$ cat config.mk
export PLATFORM = sky130hd
export DESIGN_NAME = frame_loader_flat
export DESIGN_NICKNAME = d
export VERILOG_FILES = /design/src/rtl/frame_loader_pkg.sv /design/src/rtl/frame_loader_if.sv /design/src/rtl/frame_loader_operand_bypass.sv /design/src/rtl/frame_loader.sv /design/src/flat_wrapper.sv
export SDC_FILE = /design/constraint.sdc
export NUM_CORES = 1
export LEC_CHECK = 0
export BUFFER_PORTS_ARGS = -buffer_cell sky130_fd_sc_hd__buf_2
export CELL_PAD_IN_SITES_DETAIL_PLACEMENT = 1
export CELL_PAD_IN_SITES_GLOBAL_PLACEMENT = 1
export CORE_ASPECT_RATIO = 1.4
export CORE_MARGIN = 5
export CORE_UTILIZATION = 30
export CTS_CLUSTER_SIZE = 12
export DETAILED_ROUTE_END_ITERATION = 12
export PLACE_DENSITY = 0.95
export REMOVE_ABC_BUFFERS = 1
export SLEW_MARGIN = 30
export SYNTH_ARGS = -nofsm -noshare
export SYNTH_HDL_FRONTEND = slang
export SYNTH_SLANG_ARGS = --single-unit
$ cat constraint.sdc
create_clock -name clk -period 3.75 [get_ports clk]
set_input_delay 0.1875 -clock clk [delete_from_list [all_inputs] [get_ports clk]]
set_output_delay 0.1875 -clock clk [all_outputs]
set_load 0.005 [all_outputs]
$ cat src/rtl/frame_loader_pkg.sv
// Shared globals for the frame loader slice.
// Holds the datapath widths, the 3-bit sequencer state encoding and the
// latched instruction record. There are no ports; the other files import it.
package frame_loader_pkg;

    localparam int DATA_WIDTH        = 32;
    localparam int REGADDR_WIDTH     = 5;
    localparam int RESLT_SELCT_WIDTH = 3;

    typedef logic [2:0] state_t;
    localparam state_t ST_IDLE   = 3'd0;
    localparam state_t ST_RD_A   = 3'd1;
    localparam state_t ST_RD_B   = 3'd2;
    localparam state_t ST_COMMIT = 3'd3;
    localparam state_t ST_HOLD   = 3'd4;

    typedef struct packed {
        logic [REGADDR_WIDTH-1:0]     aLoc;
        logic [REGADDR_WIDTH-1:0]     bLoc;
        logic [REGADDR_WIDTH-1:0]     writeSelect;
        logic [DATA_WIDTH-1:0]        imm;
        logic                         immSelect;
        logic                         isUnsigned;
        logic                         subtract;
        logic                         writeEnable;
        logic [RESLT_SELCT_WIDTH-1:0] resultSelect;
    } instr_t;

endpackage

$ cat src/rtl/frame_loader_if.sv
// Decode-to-loader handshake bundle.
// master: the decode stage (drives dec_valid and the instruction fields).
// slave : the frame loader (drives dec_ready).
interface frame_loader_if;
    import frame_loader_pkg::*;

    logic                         dec_valid;
    logic                         dec_ready;
    logic [REGADDR_WIDTH-1:0]     dec_aLoc;
    logic [REGADDR_WIDTH-1:0]     dec_bLoc;
    logic [REGADDR_WIDTH-1:0]     dec_writeSelect;
    logic [DATA_WIDTH-1:0]        dec_imm;
    logic                         dec_immSelect;
    logic                         dec_unsigned;
    logic                         dec_subtract;
    logic                         dec_writeEnable;
    logic [RESLT_SELCT_WIDTH-1:0] dec_resultSelect;

    modport master (
        output dec_valid, dec_aLoc, dec_bLoc, dec_writeSelect, dec_imm,
               dec_immSelect, dec_unsigned, dec_subtract, dec_writeEnable,
               dec_resultSelect,
        input  dec_ready
    );

    modport slave (
        input  dec_valid, dec_aLoc, dec_bLoc, dec_writeSelect, dec_imm,
               dec_immSelect, dec_unsigned, dec_subtract, dec_writeEnable,
               dec_resultSelect,
        output dec_ready
    );

endinterface

$ cat src/rtl/frame_loader_operand_bypass.sv
// Combinational operand resolver.
// Ports: loc (source register), rfData (register-file read data),
// wbEnable/wbAddr/wbData (writeback in flight), resolved (operand value).
// Register 0 always reads as zero; a same-cycle writeback to loc wins over
// the register file because the file has not absorbed it yet.
module frame_loader_operand_bypass
    import frame_loader_pkg::*;
(
    input  logic [REGADDR_WIDTH-1:0] loc,
    input  logic [DATA_WIDTH-1:0]    rfData,
    input  logic                     wbEnable,
    input  logic [REGADDR_WIDTH-1:0] wbAddr,
    input  logic [DATA_WIDTH-1:0]    wbData,
    output logic [DATA_WIDTH-1:0]    resolved
);

    always_comb begin
        resolved = rfData;
        if (loc == '0)
            resolved = '0;
        else if (wbEnable && (wbAddr == loc))
            resolved = wbData;
    end

endmodule

$ cat src/rtl/frame_loader.sv
// Issue-side sequencer that fills the decode/execute frame.
// Ports: clk/reset; decIf (decode handshake, slave side); rf_readAddr /
// rf_readData (single RF read port, 1-cycle latency); wb_* (writeback bypass);
// flush (abort); exec_ack (frame consumed); frame_valid; *_in frame field
// data and *_we frame field write enables.
// Sequence: IDLE -> RD_A -> RD_B (A captured) -> COMMIT (rest captured) -> HOLD.
module frame_loader
    import frame_loader_pkg::*;
(
    input  logic                         clk,
    input  logic                         reset,
    frame_loader_if.slave                decIf,
    output logic [REGADDR_WIDTH-1:0]     rf_readAddr,
    input  logic [DATA_WIDTH-1:0]        rf_readData,
    input  logic                         wb_enable,
    input  logic [REGADDR_WIDTH-1:0]     wb_addr,
    input  logic [DATA_WIDTH-1:0]        wb_data,
    input  logic                         flush,
    input  logic                         exec_ack,
    output logic                         frame_valid,
    output logic [DATA_WIDTH-1:0]        aOperand_in,
    output logic [REGADDR_WIDTH-1:0]     aLoc_in,
    output logic [DATA_WIDTH-1:0]        bOperand_in,
    output logic [REGADDR_WIDTH-1:0]     bLoc_in,
    output logic [DATA_WIDTH-1:0]        immediateVal_in,
    output logic                         immediateSelect_in,
    output logic                         unsignedSelect_in,
    output logic                         subtractEnable_in,
    output logic [RESLT_SELCT_WIDTH-1:0] resultSelect_in,
    output logic [REGADDR_WIDTH-1:0]     writeSelect_in,
    output logic                         writeEnable_in,
    output logic                         aOperand_we,
    output logic                         aLoc_we,
    output logic                         bOperand_we,
    output logic                         bLoc_we,
    output logic                         imm_we,
    output logic                         immSlct_we,
    output logic                         unsigned_we,
    output logic                         subEnable_we,
    output logic                         resultSlct_we,
    output logic                         writeSlct_we,
    output logic                         writeEnable_we
);

    state_t state, nextState;
    instr_t instr;
    logic   accept;
    logic   weGate;

    assign accept = decIf.dec_valid && decIf.dec_ready;
    // Neither reset nor flush may leave a partial write in the frame.
    assign weGate = !reset && !flush;

    // Both resolvers see the same RF data; each is only used in its own
    // capture cycle (RD_B for A, COMMIT for B).
    frame_loader_operand_bypass bypassA (
        .loc(instr.aLoc), .rfData(rf_readData), .wbEnable(wb_enable),
        .wbAddr(wb_addr), .wbData(wb_data), .resolved(aOperand_in)
    );

    frame_loader_operand_bypass bypassB (
        .loc(instr.bLoc), .rfData(rf_readData), .wbEnable(wb_enable),
        .wbAddr(wb_addr), .wbData(wb_data), .resolved(bOperand_in)
    );

    always_ff @(posedge clk) begin
        if (reset)
            state <= ST_IDLE;
        else
            state <= nextState;
    end

    always_ff @(posedge clk) begin
        if (reset)
            instr <= '0;
        else if (accept)
            instr <= '{aLoc:         decIf.dec_aLoc,
                       bLoc:         decIf.dec_bLoc,
                       writeSelect:  decIf.dec_writeSelect,
                       imm:          decIf.dec_imm,
                       immSelect:    decIf.dec_immSelect,
                       isUnsigned:   decIf.dec_unsigned,
                       subtract:     decIf.dec_subtract,
                       writeEnable:  decIf.dec_writeEnable,
                       resultSelect: decIf.dec_resultSelect};
    end

    always_comb begin
        nextState = state;
        case (state)
            ST_IDLE:   if (accept) nextState = ST_RD_A;
            ST_RD_A:   nextState = flush ? ST_IDLE : ST_RD_B;
            ST_RD_B:   nextState = flush ? ST_IDLE : ST_COMMIT;
            ST_COMMIT: nextState = flush ? ST_IDLE : ST_HOLD;
            ST_HOLD:   if (flush || exec_ack) nextState = ST_IDLE;
            default:   nextState = ST_IDLE;
        endcase
    end

    always_comb begin
        decIf.dec_ready    = 1'b0;
        rf_readAddr        = '0;
        frame_valid        = 1'b0;
        aLoc_in            = instr.aLoc;
        bLoc_in            = instr.bLoc;
        immediateVal_in    = instr.imm;
        immediateSelect_in = instr.immSelect;
        unsignedSelect_in  = instr.isUnsigned;
        subtractEnable_in  = instr.subtract;
        resultSelect_in    = instr.resultSelect;
        writeSelect_in     = instr.writeSelect;
        writeEnable_in     = instr.writeEnable;
        aOperand_we        = 1'b0;
        aLoc_we            = 1'b0;
        bOperand_we        = 1'b0;
        bLoc_we            = 1'b0;
        imm_we             = 1'b0;
        immSlct_we         = 1'b0;
        unsigned_we        = 1'b0;
        subEnable_we       = 1'b0;
        resultSlct_we      = 1'b0;
        writeSlct_we       = 1'b0;
        writeEnable_we     = 1'b0;
        case (state)
            ST_IDLE: decIf.dec_ready = weGate;
            ST_RD_A: rf_readAddr = instr.aLoc;
            ST_RD_B: begin
                rf_readAddr = instr.bLoc;
                aOperand_we = weGate;
                aLoc_we     = weGate;
            end
            ST_COMMIT: begin
                bOperand_we    = weGate && !instr.immSelect;
                bLoc_we        = weGate && !instr.immSelect;
                imm_we         = weGate && instr.immSelect;
                immSlct_we     = weGate;
                unsigned_we    = weGate;
                subEnable_we   = weGate;
                resultSlct_we  = weGate;
                writeSlct_we   = weGate;
                writeEnable_we = weGate;
            end
            ST_HOLD: begin
                frame_valid = weGate;
                // A flush while holding rewrites the frame's writeEnable to 0
                // so execute never retires the cancelled instruction.
                if (flush && !reset) begin
                    writeEnable_we = 1'b1;
                    writeEnable_in = 1'b0;
                end
            end
            default: ;
        endcase
    end

endmodule

$ cat src/flat_wrapper.sv
// flat-port wrapper written by rule: the top's interface ports become plain ports
module frame_loader_flat import frame_loader_pkg::*;
  (clk, reset, rf_readAddr, rf_readData, wb_enable, wb_addr, wb_data, flush, exec_ack, frame_valid, aOperand_in, aLoc_in, bOperand_in, bLoc_in, immediateVal_in, immediateSelect_in, unsignedSelect_in, subtractEnable_in, resultSelect_in, writeSelect_in, writeEnable_in, aOperand_we, aLoc_we, bOperand_we, bLoc_we, imm_we, immSlct_we, unsigned_we, subEnable_we, resultSlct_we, writeSlct_we, writeEnable_we, decIf_dec_valid, decIf_dec_aLoc, decIf_dec_bLoc, decIf_dec_writeSelect, decIf_dec_imm, decIf_dec_immSelect, decIf_dec_unsigned, decIf_dec_subtract, decIf_dec_writeEnable, decIf_dec_resultSelect, decIf_dec_ready);
  frame_loader_if decIf_i ();
  input  logic clk;
  input  logic reset;
  output logic [REGADDR_WIDTH-1:0] rf_readAddr;
  input  logic [DATA_WIDTH-1:0] rf_readData;
  input  logic wb_enable;
  input  logic [REGADDR_WIDTH-1:0] wb_addr;
  input  logic [DATA_WIDTH-1:0] wb_data;
  input  logic flush;
  input  logic exec_ack;
  output logic frame_valid;
  output logic [DATA_WIDTH-1:0] aOperand_in;
  output logic [REGADDR_WIDTH-1:0] aLoc_in;
  output logic [DATA_WIDTH-1:0] bOperand_in;
  output logic [REGADDR_WIDTH-1:0] bLoc_in;
  output logic [DATA_WIDTH-1:0] immediateVal_in;
  output logic immediateSelect_in;
  output logic unsignedSelect_in;
  output logic subtractEnable_in;
  output logic [RESLT_SELCT_WIDTH-1:0] resultSelect_in;
  output logic [REGADDR_WIDTH-1:0] writeSelect_in;
  output logic writeEnable_in;
  output logic aOperand_we;
  output logic aLoc_we;
  output logic bOperand_we;
  output logic bLoc_we;
  output logic imm_we;
  output logic immSlct_we;
  output logic unsigned_we;
  output logic subEnable_we;
  output logic resultSlct_we;
  output logic writeSlct_we;
  output logic writeEnable_we;
  input wire logic [$bits(decIf_i.dec_valid)-1:0] decIf_dec_valid;
  input wire logic [$bits(decIf_i.dec_aLoc)-1:0] decIf_dec_aLoc;
  input wire logic [$bits(decIf_i.dec_bLoc)-1:0] decIf_dec_bLoc;
  input wire logic [$bits(decIf_i.dec_writeSelect)-1:0] decIf_dec_writeSelect;
  input wire logic [$bits(decIf_i.dec_imm)-1:0] decIf_dec_imm;
  input wire logic [$bits(decIf_i.dec_immSelect)-1:0] decIf_dec_immSelect;
  input wire logic [$bits(decIf_i.dec_unsigned)-1:0] decIf_dec_unsigned;
  input wire logic [$bits(decIf_i.dec_subtract)-1:0] decIf_dec_subtract;
  input wire logic [$bits(decIf_i.dec_writeEnable)-1:0] decIf_dec_writeEnable;
  input wire logic [$bits(decIf_i.dec_resultSelect)-1:0] decIf_dec_resultSelect;
  output wire logic [$bits(decIf_i.dec_ready)-1:0] decIf_dec_ready;
  assign decIf_i.dec_valid = decIf_dec_valid;
  assign decIf_i.dec_aLoc = decIf_dec_aLoc;
  assign decIf_i.dec_bLoc = decIf_dec_bLoc;
  assign decIf_i.dec_writeSelect = decIf_dec_writeSelect;
  assign decIf_i.dec_imm = decIf_dec_imm;
  assign decIf_i.dec_immSelect = decIf_dec_immSelect;
  assign decIf_i.dec_unsigned = decIf_dec_unsigned;
  assign decIf_i.dec_subtract = decIf_dec_subtract;
  assign decIf_i.dec_writeEnable = decIf_dec_writeEnable;
  assign decIf_i.dec_resultSelect = decIf_dec_resultSelect;
  assign decIf_dec_ready = decIf_i.dec_ready;
  frame_loader u_core (.clk(clk), .reset(reset), .decIf(decIf_i), .rf_readAddr(rf_readAddr), .rf_readData(rf_readData), .wb_enable(wb_enable), .wb_addr(wb_addr), .wb_data(wb_data), .flush(flush), .exec_ack(exec_ack), .frame_valid(frame_valid), .aOperand_in(aOperand_in), .aLoc_in(aLoc_in), .bOperand_in(bOperand_in), .bLoc_in(bLoc_in), .immediateVal_in(immediateVal_in), .immediateSelect_in(immediateSelect_in), .unsignedSelect_in(unsignedSelect_in), .subtractEnable_in(subtractEnable_in), .resultSelect_in(resultSelect_in), .writeSelect_in(writeSelect_in), .writeEnable_in(writeEnable_in), .aOperand_we(aOperand_we), .aLoc_we(aLoc_we), .bOperand_we(bOperand_we), .bLoc_we(bLoc_we), .imm_we(imm_we), .immSlct_we(immSlct_we), .unsigned_we(unsigned_we), .subEnable_we(subEnable_we), .resultSlct_we(resultSlct_we), .writeSlct_we(writeSlct_we), .writeEnable_we(writeEnable_we));
endmodule
==> metrics.md, run 1 <==
| Metric | Value |
|---|---|
| Crit path DAT | 2.41 ns |
| Hold path start | decIf_dec_valid |
| Worst EP required | 3.56 ns |
| # Max-Cap Violations | 0 |
| Setup crit end kind | output pin |
| Top cells by count, synth | 68 x nand2_1, 64 x nand4_1, 63 x nor2_1 |
| Sum Neg Setup Slack | 0 ns |
| # IOs | 265 |
| Cell area after synthesis | 3880 um2 |
| Hold Path Stages | 2 |
| Total track usage | 19.7% |
| DP Wirelength | 12.1 mm |
| Peak supply drop | 0.341 mV |
| Largest family of logic cells by synthesized area | simple AND/OR/NAND/NOR gates |
| First-pass GRT wire length | 24.0 mm |
| Post-synth top area share | 29.4% |
| Sink Count | 57 |
| Critical path launch point type | register |
| Status | finished, final reports clean |
| RSZ-0062 raised after global routing | no |
| DP Area | 4800 um2 |
| Pwr Density | 373 nW/um2 |
| Die W | 106 um |
| Overall die height | 144 um |
| Resized cells post-CTS | 0 |
| Drt pass-1 iters | 4 |
| Worst skew pair latency | 0.32 ns |
| Final std cells w/o fill | 852 |
| Synth Area in Compound Gates | 10.0% |
| # hold bufs at CTS | 0 |
| Antenna cells | 0 |
| Synth warnings | 0 |
| Highest clock rate | 0.386 GHz |
| Worst reg2reg startpoint | u_core.state[2]$_SDFFE_PP0P_ |
| Initial core utilization | 30.4% |
| CTS Buf Count | 9 |
| Worst-path maximum fanout | 33 |
| Post-Synth XOR/XNOR Area | 2.26% |
| Primary FF master, synth | dfxtp_1 |
| Least-Margin Pin Slew | 0.960 ns |
| Largest net degree at the start of global routing | 61 |
| Avg WL per Cell | 18.5 um |
| Adder-Cell Fraction of Synth Area | 0% |
| Layout Skew | 0.00539 ns |
| NumNets Final | 823 |
| Final setup violating endpoints | 0 |
| Total die area | 15300 um2 |
| Synth top area cells | dfxtp_1 29%, mux2i_1 14%, buf_4 11% |
| DR vias | 4391 |
| Root buffer cell | clkbuf_16 |
| ANT nets after route | 0 |
| Reg2Reg Depth | 5 |
| Syn_area_per_cell | 7.54 um2 |
| Number of synthesized flops with an enable pin | 0 |
| Vias in the first global route | 4538 |
| Core ar. | 12800 um2 |
| Hold WC Path Type | in2reg |
| Relative slew slack | 35.8% |
| CTS tree | yes |
| Internal reg-to-reg setup slack | 1.36 ns |
| Fraction of layout cells with a size suffix above 1 | 42.1% |
| Initial antenna violation count | 4 |
| Ys async rst share | 0% |
| Post-synth top area cell | dfxtp_1 |
| Period minus WS final | 2.59 ns |
| Final count of hold timing violations | 0 |
| Part of the cycle the worst path needs | 69.2% |
| Syn Inst Count | 514 |
| Most frequent cell after synthesis | nand2_1 |
| Pleak | 0.00285 uW |
| Synth unique cells | 27 |
| # Post-CTS Setup Buffers | 0 |
| # port buffers | 264 |
| Deepest clock path buffer count | 2 |
| Drt via density | 5.15 |
| Finished Cell Area | 5120 um2 |
| Post-Place Cells | 836 |
| Final wirelength | 15.7 mm |
| Hold WS | 0.0873 ns |
| Slew Viols, Final | 0 |
| Mux contribution to synthesized area | 13.9% |
| Initial DRC count | 95 |
| Critical path type | reg2out |
| Gpl congestion | 0.819 |
| #FFs+latches synth | 57 |
| # H-tree levels | 3 |
| Area Overhead vs Synth | 32.2% |
| Final Total Pwr | 1910 uW |
| Worst Hold End | u_core.state[0]$_SDFFE_PP0P_ |
| Sequential cell area fraction in the yosys report | 29.4% |
| Area share of and/or/nand/nor cells after synthesis | 27.6% |
| Row cnt | 49 |
| Overflow after GRT | 0 |
| Drt drc | 0 |
| R2R Path End | u_core.immediateVal_in[21]$_SDFFE_PP0P_ |
| Reg clk slew, reported paths | 0.05 ns |
==> flip-flops by register name (all words and copies together), names as in the netlist <==
register,cells
u_core.immediateVal_in,32
u_core.aLoc_in,5
u_core.bLoc_in,5
u_core.writeSelect_in,5
u_core.resultSelect_in,3
u_core.state,3
u_core.immediateSelect_in,1
u_core.instr,1
u_core.subtractEnable_in,1
u_core.unsignedSelect_in,1
==> area by class of cell <==
cell class,instances,area (um2)
clock inverter,5,78.8
tap,153,191
clock buffer,11,243
multi-input combinational,354,2090
fill,1656,7630
sequential,57,1140
timing repair buffer,272,1380
==> per-stage QoR <==
| step | setup slack (ns) | util (%) |
|---|---|---|
| after floorplan | 0.446 | - |
| after global placement | 1.39 | 37.7 |
| after detailed placement | 1.29 | 37.7 |
| after CTS | 1.13 | 40.2 |
| after global routing | 0.993 | 40.2 |
| final | 1.16 | 40.2 |
==> kinds of logic after synthesis <==
family	Yosys count
AO/OA/AOI/OAI	73
XOR/XNOR	10
buffers and inverters	103
flip-flops	57
multiplexers	54
AND/OR/NAND/NOR	217
==> power breakdown <==
group,switching [uW],internal [uW]
Clock,275,598
Sequential,16.3,627
Combinational,233,163
Total,524,1390
==> worst max-delay path by stage <==
stage	start	end	cells after the start
2_1_floorplan	u_core.state[2]$_SDFFE_PP0P_	u_core.aLoc_in[0]$_SDFFE_PP0P_	4
3_3_place_gp	u_core.state[2]$_SDFFE_PP0P_	u_core.immediateVal_in[21]$_SDFFE_PP0P_	5
3_5_place_dp	u_core.state[2]$_SDFFE_PP0P_	u_core.immediateVal_in[21]$_SDFFE_PP0P_	5
4_1_cts	u_core.aLoc_in[0]$_SDFFE_PP0P_	aOperand_in[16]	6
5_1_grt	u_core.aLoc_in[0]$_SDFFE_PP0P_	aOperand_in[16]	6
6_report	u_core.aLoc_in[0]$_SDFFE_PP0P_	aOperand_in[16]	6
==> metal layers <==
layer  GRT usage [%]  wire length [um]  up-vias
li1                -                 -     2093
met1            19.5              5740     2049
met2            36.6              7880      215
met3            8.08              1690       28
met4            7.44               385        6
met5               0                37        -
==> cell usage in the layout (no fill, tap or decap) <==
cell type,instances
and2_4,2
xnor2_1,2
nor2b_1,4
clkbuf_16,9
a22oi_1,5
nand2_2,2
nor4_1,3
bufinv_16,2
nand4_1,64
nand3b_1,1
and2_1,4
clkbuf_8,1
buf_4,8
buf_2,264
o21ai_0,57
dfxtp_1,57
o32a_1,1
xor2_1,8
clkinv_2,2
nor4_2,1
clkbuf_1,1
nand2b_1,1
nand2_1,66
o21a_1,2
nor2_1,63
or3_1,1
nor4_4,2
nor3_1,3
a21oi_1,1
o21ai_1,7
clkinv_4,1
mux2i_1,54
==> critical path: stages (launching register included) <==
cell	delay (ns)
dfxtp_1	0.45
xor2_1	0.16
nor4_4	0.25
buf_4	0.40
and2_4	0.45
o21ai_0	0.19
buf_2	0.16
No activity file was read; power rests on OpenSTA's default activity.
==> inputs of run 2 (changes only) <==
- CORE_UTILIZATION: 30 -> 28
- PLACE_DENSITY: 0.95 -> 0.92
- clock period: 3.75 -> 2.5 ns (I/O delays scaled with it)
==> run 2 against run 1 <==
Routed wire length up 7.2%; first-iteration DRC count up 85%; sequential share of layout area down 0.47 points; sequential power up 50%; largest cell class unchanged; cell count up 4.5%; sequential cell count unchanged; register-to-register slack worse by 1.1 ns; hold slack worse by 0.071 ns.
==> metrics.md, run 2 (synthesized netlist as in run 1, its figures left out) <==
| Metric | Value |
|---|---|
| Status | finished, final reports clean |
| Resized cells post-CTS | 0 (unchanged) |
| # Max-Cap Violations | 0 (unchanged) |
| Area taken by multi-input logic gates | 2090 um2 (unchanged) |
| Worst-path maximum fanout | 32 (-3.0%) |
| DP Area | 4910 um2 (+2.3%) |
| # hold bufs at CTS | 0 (unchanged) |
| Peak supply drop | 0.699 mV (+110%) |
| Fillers | 1812 (+9.4%) |
| Deepest clock path buffer count | 2 (unchanged) |
| Final Total Pwr | 2920 uW (+53%) |
| # Post-CTS Setup Buffers | 0 (unchanged) |
| DR vias | 4492 (+2.3%) |
| NumNets Final | 829 (+0.73%) |
| CP Cell Sequence | xor2_1 -> nor4_4 -> and2_4 -> o21ai_0 -> buf_2 |
| # IOs | 265 (unchanged) |
| Gpl congestion | 0.793 (-3.2%) |
| Sink Count | 57 (unchanged) |
| Relative slew slack | 38.9% (+3.1 points) |
| Sum Neg Setup Slack | 0 ns (unchanged) |
| Final setup violating endpoints | 0 (unchanged) |
| Critical path type | reg2out |
| Drt drc | 0 (unchanged) |
| Initial core utilization | 28.1% (-2.3 points) |
| Reg clk slew, reported paths | 0.05 ns (about the same) |
| Overall die height | 149 um (+3.3%) |
| Total die area | 16300 um2 (+6.5%) |
| # port buffers | 264 (unchanged) |
| Finished Cell Area | 5240 um2 (+2.1%) |
| Most frequent cells in the layout | 264 x buf_2, 66 x nand2_1, 64 x nand4_1 |
| Pwr Density | 557 nW/um2 (+49%) |
| Drt via density | 5.05 (-2.1%) |
| Slew Viols, Final | 0 (unchanged) |
| Storage cell area | 1140 um2 (unchanged) |
| Hold Path Stages | 2 (unchanged) |
| Least-Margin Pin Slew | 0.917 ns (-0.0432 ns) |
| Area Overhead vs Synth | 35.1% |
| Slowest Stage Delay on Critical Path | 0.51 ns (+0.06 ns) |
| Root buffer cell | clkbuf_16 |
| Core ar. | 13800 um2 (+8.1%) |
| ANT nets after route | 0 (unchanged) |
| Slowest-stage cell, CP | nor4_4 |
| Reg2Reg Depth | 5 (unchanged) |
| Worst skew pair latency | 0.33 ns (about the same) |
| Largest net degree at the start of global routing | 65 (+6.6%) |
| Final wirelength | 16.9 mm (+7.2%) |
| Commonest non-fill, non-tap cell in the layout | buf_2 |
| Max reg flops | 32 (unchanged) |
| Total track usage | 20.1% (+0.43 points) |
| Crit path DAT | 2.17 ns (-0.24 ns) |
| CTS Buf Count | 9 (unchanged) |
| Critical path launch point type | register |
| Initial DRC count | 176 (+85%) |
| Worst EP required | 2.38 ns (-1.18 ns) |
| Hold WS | 0.0166 ns (-0.0707 ns) |
| Layout Skew | 0.00405 ns (-0.00134 ns) |
| Pleak | 0.00287 uW (+1.0%) |
| Row cnt | 51 (+4.1%) |
| CTS tree | yes |
| First-pass GRT wire length | 25.8 mm (+7.6%) |
| RSZ-0062 raised after global routing | no |
| Final worst setup slack | 0.203 ns (-0.954 ns) |
| Hold WC Path Type | in2reg |
| Initial antenna violation count | 0 (-4) |
| DP Wirelength | 12.7 mm (+5.3%) |
| Avg WL per Cell | 18.9 um (+2.6%) |
| Highest clock rate | 0.435 GHz |
| Setup crit end kind | output pin |
| Fraction of layout cells with a size suffix above 1 | 42.6% (+0.55 points) |
| Post-placement setup slack | 0.379 ns (-0.912 ns) |
| # H-tree levels | 3 (unchanged) |
| Period minus WS final | 2.30 ns |
| Vias in the first global route | 4835 (+6.5%) |
| Part of the cycle the worst path needs | 91.9% |
| Die W | 109 um (+3.2%) |
| Overflow after GRT | 0 (unchanged) |
| Final count of hold timing violations | 0 (unchanged) |
| Drt pass-1 iters | 4 (unchanged) |
-- run 2: report_power, final --
group	leakage [uW]	internal [uW]	switching, uW	total [uW]
combinational	0.00226	267	365	632
sequential	0.000463	940	24.7	965
clock	0.000151	891	430	1320
total	0.00287	2100	819	2920
-- run 2: cell type report --
type	count	share of cell area, %
multi-input combinational	354	39.9
timing repair buffer	278	27.7
sequential	57	21.8
clock buffer	10	4.57
tap	185	4.42
clock inverter	5	1.53
antenna	1	0.0478
-- run 2: critical path: cells and delay by family (launching register included) --
family | cells | cell delay [ns]
simple gates | 2 | 0.94
flops | 1 | 0.35
xor+xnor | 1 | 0.20
compound gates | 1 | 0.18
buf+inv | 1 | 0.16
-- run 2: metrics by stage --
stage	utilization, %	cells
4_1_cts	38.0	889
6_report	38.0	890
2_1_floorplan	-	411
5_1_grt	38.0	889
3_3_place_gp	35.6	874
3_5_place_dp	35.6	874
-- run 2: path summary, 6_finish.rpt --
kind                                                              start                                      end  slack, ns
worst max-delay path                     u_core.bLoc_in[2]$_SDFFE_PP0P_                           bOperand_in[9]       0.20
worst min-delay path                                    decIf_dec_valid             u_core.state[0]$_SDFFE_PP0P_       0.02
worst max register to register             u_core.state[2]$_SDFFE_PP0P_  u_core.immediateVal_in[21]$_SDFFE_PP0P_       0.25
worst min register to register  u_core.immediateVal_in[20]$_SDFFE_PP0P_  u_core.immediateVal_in[20]$_SDFFE_PP0P_       0.50
-- run 2: metal layers --
layer | share of wire (%) | vias to the layer above | wire, um | track usage, %
met5 | 0 | - | 0 | 0
met4 | 3.6 | 0 | 612 | 8.42
met3 | 11 | 44 | 1780 | 7.28
met2 | 50 | 231 | 8500 | 36.1
met1 | 35 | 2100 | 5970 | 20.7
li1 | - | 2117 | - | -
==> inputs of run 3 (changes only) <==
- GPL_ROUTABILITY_DRIVEN: not set -> 1
- PLACE_DENSITY: 0.92 -> 0.86
==> run 3 against run 2 <==
Cell area decreased by 1.1%; core utilization fell by 0.44 points; register-to-register slack gained 0.45 ns; maximum frequency up 4.0%; cell count decreased by 0.45%; clock power fell by 8%; total power down 4.4%; hold slack improved by 0.019 ns; non-clock buffer count shrank 3; clock skew hardly changed; critical path type unchanged; first-iteration DRC count down 14%; via count shrank 1.4%; critical endpoint unchanged.
==> metrics.md, run 3 (synthesized netlist as in run 1, its figures left out) <==
| Metric | Value |
|---|---|
| Setup crit end kind | output pin |
| Hold path start | decIf_dec_imm[18] |
| Avg WL per Cell | 17.8 um (-6.1%) |
| Drt pass-1 iters | 6 (+2) |
| Internal power | 2010 uW (-4.3%) |
| Fillers | 1815 (+0.17%) |
| Sum Neg Setup Slack | 0 ns (unchanged) |
| Largest net degree at the start of global routing | 65 (unchanged) |
| Reg clk slew, reported paths | 0.05 ns (about the same) |
| Row cnt | 51 (unchanged) |
| Initial core utilization | 28.1% (unchanged) |
| Total track usage | 18.4% (-1.7 points) |
| Part of the cycle the worst path needs | 88.3% (-3.6 points) |
| Slowest Stage Delay on Critical Path | 0.45 ns (-0.06 ns) |
| Area Overhead vs Synth | 33.5% |
| CTS tree | yes |
| First-pass GRT wire length | 24.1 mm (-6.6%) |
| Worst-path maximum fanout | 32 (unchanged) |
| Overflow after GRT | 0 (unchanged) |
| Die W | 109 um (unchanged) |
| Finished Cell Area | 5170 um2 (-1.1%) |
| Pleak | 0.00285 uW (-0.74%) |
| Resized cells post-CTS | 0 (unchanged) |
| Relative slew slack | 56.5% (+18 points) |
| # Max-Cap Violations | 0 (unchanged) |
| Total die area | 16300 um2 (unchanged) |
| Commonest non-fill, non-tap cell in the layout | buf_2 |
| Status | finished, final reports clean |
| Clock share of power | 43.8% (-1.5 points) |
| Final core utilization | 37.5% (-0.44 points) |
| Root buffer cell | clkbuf_16 |
| Beginning of the critical path | u_core.bLoc_in[3]$_SDFFE_PP0P_ |
| Gpl congestion | 0.805 (+1.5%) |
| Vias in the first global route | 4581 (-5.3%) |
| Final wirelength | 15.8 mm (-6.5%) |
| Critical path launch point type | register |
| Antenna cells | 0 (-1) |
| Overall die height | 149 um (unchanged) |
| Slowest-stage cell, CP | dfxtp_1 |
| DP Wirelength | 11.9 mm (-6.6%) |
| RSZ-0062 raised after global routing | no |
| Fraction of layout cells with a size suffix above 1 | 42.2% (-0.39 points) |
| Slew Viols, Final | 0 (unchanged) |
| Layout Skew | 0.00370 ns (-0.000351 ns) |
| # H-tree levels | 3 (unchanged) |
| Crit path DAT | 2.08 ns (-0.09 ns) |
| Period minus WS final | 2.21 ns (-0.0894 ns) |
| Net Sw Frac | 28.0% (-0.063 points) |
| Core ar. | 13800 um2 (unchanged) |
| DR vias | 4431 (-1.4%) |
| Worst EP required | 2.38 ns (about the same) |
| Initial DRC count | 152 (-14%) |
| Critical path type | reg2out |
| Final count of hold timing violations | 0 (unchanged) |
| Drt drc | 0 (unchanged) |
| Final worst setup slack | 0.292 ns (+0.0894 ns) |
| Worst skew pair latency | 0.32 ns (about the same) |
| ANT nets after route | 0 (unchanged) |
| Pwr Density | 539 nW/um2 (-3.3%) |
| Logic pwr share | 21.7% (about the same) |
| # Post-CTS Setup Buffers | 0 (unchanged) |
| Drt via density | 5.00 (-0.91%) |
| Initial antenna violation count | 0 (unchanged) |
| # port buffers | 264 (unchanged) |
| Final setup violating endpoints | 0 (unchanged) |
| Peak supply drop | 0.476 mV (-32%) |
| CTS Buf Count | 9 (unchanged) |
| Hold WC Path Type | in2reg |
| Highest clock rate | 0.453 GHz (+4.0%) |
| Deepest clock path buffer count | 2 (unchanged) |
| CP Cell Sequence | xor2_1 -> nor4_4 -> buf_4 -> nand4_1 -> o21ai_0 -> buf_2 |
| # IOs | 265 (unchanged) |
| Post-placement setup slack | 0.606 ns (+0.226 ns) |
| # hold bufs at CTS | 0 (unchanged) |
| Least-Margin Pin Slew | 0.653 ns (-0.264 ns) |
| Sequential fraction of design power | 34.6% (+1.5 points) |
| DP Area | 4880 um2 (-0.71%) |
| Switch Pwr | 782 uW (-4.6%) |
| Sink Count | 57 (unchanged) |
| Worst reg2reg startpoint | u_core.state[2]$_SDFFE_PP0P_ |
| Most frequent cells in the layout | 264 x buf_2, 66 x nand2_1, 64 x nand4_1 |
| Max reg flops | 32 (unchanged) |
| NumNets Final | 826 (-0.36%) |
==> run 3: cell count changes in the layout (fill, tap and decap cells not counted) <==
cell	change
buf_4	-2
clkinvlp_4	-2
clkinv_2	+1
clkbuf_1	+1
diode_2	-1
buf_12	-1
clkbuf_8	+1
bufinv_16	-1
==> run 3: layer usage <==
metal | GRT usage [%] | up-vias | part of all wire [%]
li1 | - | 2095 | -
met3 | 7.67 | 17 | 12
met2 | 34.2 | 233 | 50
met5 | 0 | - | 0
met4 | 3.87 | 0 | 1.2
met1 | 18.8 | 2086 | 36
==> run 3: path summary, 6_finish.rpt <==
check | depth (start not counted) | end | slack [ns]
setup / recovery | 6 | bOperand_in[9] | 0.29
hold / removal | 3 | u_core.immediateVal_in[18]$_SDFFE_PP0P_ | 0.04
setup reg to reg | 5 | u_core.resultSelect_in[2]$_SDFFE_PP0P_ | 0.70
hold reg to reg | 2 | u_core.immediateVal_in[4]$_SDFFE_PP0P_ | 0.49
==> run 3: layout make-up <==
class                           count  area [um2]  share of cell area (%)
Timing Repair Buffer              275        1420                    27.4
Clock buffer                       12         256                    4.96
Tap cell                          185         231                    4.47
Clock inverter                      3        40.0                   0.774
Multi-Input combinational cell    354        2090                    40.4
Sequential cell                    57        1140                    22.1
==> run 3: power by group through the flow <==
stage	clock (uW)	combinational [uW]	sequential [uW]
finish	1220	605	964
global route	1290	668	968
CTS	1250	613	964
global placement	0	594	980
detailed placement	0	608	982
floorplan	0	264	981
==> run 3: worst max-delay path, delay by kind of cell, from the launching register on <==
kind | cells | cell delay (ns)
flip-flops | 1 | 0.45
AO/OA/AOI/OAI | 1 | 0.15
AND/OR/NAND/NOR | 2 | 0.45
buffers and inverters | 2 | 0.56
XOR/XNOR | 1 | 0.14
==> run 3: stage by stage <==
stage                     hold slack, ns  total power (uW)  std cells
after floorplan                    0.197              1240        411
after global placement             0.350              1570        871
after detailed placement           0.348              1590        871
after CTS                         0.0309              2820        886
after global routing              0.0386              2920        886
final                             0.0359              2790        886
